### src/rtl/ysyx_041461_sram_ctrl.sv
// Single-outstanding request/response front end for a 64x128 single-port SRAM macro.
// One 64-bit access per request is mapped onto one half of a 128-bit row.
module ysyx_041461_sram_ctrl #(
  parameter int unsigned ROW_AW = 6
) (
  input  logic              clk,
  input  logic              rst,
  input  logic              req_valid,
  output logic              req_ready,
  input  logic              req_wen,
  input  logic [ROW_AW+3:0] req_addr,
  input  logic [63:0]       req_wdata,
  input  logic [7:0]        req_wstrb,
  output logic              resp_valid,
  input  logic              resp_ready,
  output logic [63:0]       resp_rdata,
  output logic              resp_is_wr,
  output logic              sram_cen,
  output logic              sram_wen,
  output logic [127:0]      sram_bwen,
  output logic [ROW_AW-1:0] sram_a,
  output logic [127:0]      sram_d,
  input  logic [127:0]      sram_q
);

  typedef enum logic [1:0] {StIdle, StIssue, StData, StHold} state_e;

  state_e              state_q, state_d;
  logic                wen_q;
  logic [ROW_AW-1:0]   row_q;
  logic                half_q;
  logic [63:0]         wdata_q;
  logic [7:0]          wstrb_q;
  logic [63:0]         buf_q, buf_d;
  logic [63:0]         q_sel;
  logic [127:0]        wmask;
  logic                unused_addr;

  // Sub-word address bits carry no information for a 64-bit access.
  assign unused_addr = ^req_addr[2:0];

  assign q_sel = half_q ? sram_q[127:64] : sram_q[63:0];

  // Active-high byte mask placed in the selected half of the row.
  always_comb begin
    wmask = '0;
    for (int i = 0; i < 8; i++) begin
      wmask[int'(half_q) * 64 + i * 8 +: 8] = {8{wstrb_q[i]}};
    end
  end

  always_comb begin
    state_d = state_q;
    buf_d   = buf_q;
    unique case (state_q)
      StIdle: begin
        if (req_valid) state_d = StIssue;
      end
      StIssue: state_d = StData;
      StData: begin
        if (resp_ready) begin
          state_d = StIdle;
        end else begin
          // Q is only valid this cycle, so park it for the stalled consumer.
          buf_d   = wen_q ? 64'd0 : q_sel;
          state_d = StHold;
        end
      end
      StHold: begin
        if (resp_ready) state_d = StIdle;
      end
      default: state_d = StIdle;
    endcase
  end

  always_ff @(posedge clk) begin
    if (rst) begin
      state_q <= StIdle;
      wen_q   <= 1'b0;
      row_q   <= '0;
      half_q  <= 1'b0;
      wdata_q <= '0;
      wstrb_q <= '0;
      buf_q   <= '0;
    end else begin
      state_q <= state_d;
      buf_q   <= buf_d;
      if (state_q == StIdle && req_valid) begin
        wen_q   <= req_wen;
        row_q   <= req_addr[ROW_AW+3:4];
        half_q  <= req_addr[3];
        wdata_q <= req_wdata;
        wstrb_q <= req_wstrb;
      end
    end
  end

  // All outputs are gated by rst so an access in flight cannot reach the macro.
  always_comb begin
    req_ready  = 1'b0;
    resp_valid = 1'b0;
    resp_is_wr = 1'b0;
    resp_rdata = '0;
    sram_cen   = 1'b1;
    sram_wen   = 1'b1;
    sram_bwen  = '1;
    sram_a     = '0;
    sram_d     = '0;
    if (!rst) begin
      sram_a = row_q;
      sram_d = {wdata_q, wdata_q};
      unique case (state_q)
        StIdle: req_ready = 1'b1;
        StIssue: begin
          sram_cen = 1'b0;
          sram_wen = ~wen_q;
          if (wen_q) sram_bwen = ~wmask;
        end
        StData: begin
          resp_valid = 1'b1;
          resp_is_wr = wen_q;
          resp_rdata = wen_q ? 64'd0 : q_sel;
        end
        StHold: begin
          resp_valid = 1'b1;
          resp_is_wr = wen_q;
          resp_rdata = buf_q;
        end
        default: ;
      endcase
    end
  end

endmodule

### config.mk
export PLATFORM = sky130hd
export DESIGN_NAME = ysyx_041461_sram_ctrl
export DESIGN_NICKNAME = d
export VERILOG_FILES = /design/src/rtl/ysyx_041461_sram_ctrl.sv
export SDC_FILE = /design/constraint.sdc
export NUM_CORES = 1
export LEC_CHECK = 0
export CORE_AREA = 2 2 209 211
export DETAILED_ROUTE_END_ITERATION = 10
export DIE_AREA = 0 0 211 213
export GPL_TIMING_DRIVEN = 0
export PLACE_DENSITY_LB_ADDON = 0.25
export SLEW_MARGIN = 10
export SYNTH_ARGS = -nofsm -noshare
export SYNTH_HDL_FRONTEND = slang
export SYNTH_SLANG_ARGS = --single-unit
### constraint.sdc
create_clock -name clk -period 5.1 [get_ports clk]
set_input_delay 1.02 -clock clk [delete_from_list [all_inputs] [get_ports clk]]
set_output_delay 1.02 -clock clk [all_outputs]
set_load 0.03 [all_outputs]
==> metrics.txt <==
Layout Utilization 0.347; start of the worst register-to-register path state_q[0]$_SDFFE_PP0P_; Crit Path Max Fanout 8; GRT Util Overall 0.166; count leader, synth buf_4; CTS buffer count 17; count of cell types in the netlist 25; H-tree Lvls 4; P_leak between 0.005 and 0.006 uW; Design Power 3740 uW; Total Neg Setup Slack 0 ns; Layout area overhead 82.6%; reg2reg setup slack between 3 and 4 ns; max frequency about 0.21 GHz; Hold-fix buffers, CTS 0; post-cts resize count 0; Worst setup SP type primary input; Longest Clk Path Bufs 2; Nets approximately 1700; remaining antenna violation count after routing 0; Post-Layout Cell Count 2043; mapped cell area roughly 8100 sq um; # IOs around 550; share of cells above drive strength 1 0.210; core footprint roughly 43000 sq um; WL final ~39000 microns; post-layout minimum cycle time around 4.8 ns; vias in the first global route between 8000 and 9000; asr flop ratio synth 0; DR pass1 iterations 5; DRC viols 0; Clock Sinks 146; top-area cell type share of the netlist area 0.360; Inst Count DP 2009; Die H 213 microns; first-pass GRT wire length 54800 microns; Post-synth top flop dfxtp_1; TritonCTS clock tree done; IO buf count about 540; num rows 76; routed len/inst 19.0 microns; period utilisation layout 0.948; Avg Vias per Cell 4.21; sequential share of the synthesized area 0.360; reg2reg end half_q$_SDFFE_PP0P_; pin count of the biggest net entering global routing 17; Horiz. Die Dim 211 microns; Rel. slew slack 0.485; total number of vias between 8000 and 9000; WP data arrival ~3.8 ns; Power Dens Cells between 200 and 300 nW/um^2; max cap viols 0; die area 44900 sq um; Hold Vio Cnt, Final 0; synthesized instance count 921; Worst Tran Pin Value 0.773 ns; main area contributors after synthesis dfxtp_1 (36%), buf_4 (17%), a22oi_1 (12%); clk slew on worst S/H paths ~0.070 ns; R2R cell count 6; Critical Path RT 4.08 ns; Initial Utilization 0.190; clock tree root driver cell clkbuf_16; max-slew violations 0; WS Path Type primary input to output port; synth warn 0; unrepaired setup endpoints after global routing no; critical path startpoint rst; postcts setup bufs 0; Syn Nets around 1100; fillcell total ~4500; routability cong. 0.843; top cell type by total area after synthesis dfxtp_1; top cells by count, synth buf_4 (183), dfxtp_1 (146), nor2_1 (131), a22oi_1 (128); initial antenna violation count 3; Worst-Skew Late Latency about 0.43 ns; Post-synth EDFFs 0; status finished, final reports clean; Clock Skews ~0.011 ns; class of the worst hold path flip-flop to flip-flop; initial drt markers about 360; final-report setup violation count 0; #FFs+latches synth around 150; VDD IR-drop max approximately 0.00021 V; DP HPWL 30900 microns; grt total ovfl 0; CP Capture Type output port; hold slack approximately 0.47 ns; Setup crit end sram_bwen[125]; Avg Synthesized Cell Area 8.82 sq um
flip-flops by register name (all words and copies together), names as in the netlist:
name / flops
buf_q: 64
wdata_q: 64
wstrb_q: 8
row_q: 6
state_q: 2
half_q: 1
wen_q: 1
area by class of cell:
| cell class | count | area, sq um | share of cell area |
|---|---|---|---|
| Timing Repair Buffer | 542 | 5430 | 0.366 |
| Multi-Input combinational cell | 522 | 3530 | 0.238 |
| Sequential cell | 146 | 2920 | 0.197 |
| Buffer | 251 | 1670 | 0.112 |
| Tap cell | 546 | 683 | 0.0460 |
| Clock buffer | 17 | 425 | 0.0287 |
| Clock inverter | 15 | 173 | 0.0116 |
| Inverter | 2 | 7.51 | 0.000506 |
| Antenna cell | 2 | 5.00 | 0.000337 |
critical path: stages:
cell,delay [ns]
clkdlybuf4s50_1,0.63
nand4bb_1,0.37
nor2_1,0.58
nand2_1,0.39
buf_4,0.24
clkdlybuf4s50_1,0.58
kinds of logic (layout without fill, tap and decap cells):
family          after synthesis  in the layout  synth area share
simple gates                248            248             0.144
compound gates              210            210             0.202
flops                       146            146             0.360
mux                          64             64            0.0887
other cells                   0              2                 0
buf+inv                     253            827             0.206
cells in the final DEF, fill, tap and decap left out, drive strengths merged:
cell	instances
diode	2
clkinv	4
nor3b	1
bufinv	2
clkbuf	52
a21oi	10
nor3	1
mux2	64
a211oi	1
nor2	133
buf	216
and2	1
nand4bb	1
or3b	3
dfxtp	146
o22a	70
nor4b	1
nand2b	1
nor2b	70
o22ai	1
clkdlybuf4s50	542
nand2	36
a22oi	128
inv	9
clkinvlp	2
power by group:
group,switching (uW),total [uW],internal (uW)
clock,590,1330,738
combinational,606,1150,540
sequential,26.6,1260,1240
total,1220,3740,2510
layer usage:
metal	track usage	wire length, microns
met1	0.203	16500
met2	0.295	19600
met3	0.0325	2070
met4	0.0459	565
met5	0	17
stage by stage:
step,cell area [sq um],worst slack (ns)
floorplan,8120,1.52
global placement,14200,0.126
detailed placement,14200,0.108
CTS,14800,0.100
global route,14800,0.0114
finish,14800,0.264
worst min-delay path by stage:
| stage | from | to | slack (ns) | cells past startpoint |
|---|---|---|---|---|
| floorplan | wstrb_q[0]$_SDFFE_PP0P_ | wstrb_q[0]$_SDFFE_PP0P_ | 0.45 | 2 |
| global placement | wstrb_q[3]$_SDFFE_PP0P_ | wstrb_q[3]$_SDFFE_PP0P_ | 0.46 | 2 |
| detailed placement | wstrb_q[4]$_SDFFE_PP0P_ | wstrb_q[4]$_SDFFE_PP0P_ | 0.47 | 2 |
| CTS | wstrb_q[4]$_SDFFE_PP0P_ | wstrb_q[4]$_SDFFE_PP0P_ | 0.48 | 2 |
| global route | wstrb_q[1]$_SDFFE_PP0P_ | wstrb_q[1]$_SDFFE_PP0P_ | 0.49 | 2 |
| finish | wstrb_q[2]$_SDFFE_PP0P_ | wstrb_q[2]$_SDFFE_PP0P_ | 0.47 | 2 |
(Power assumes the default switching activity.)
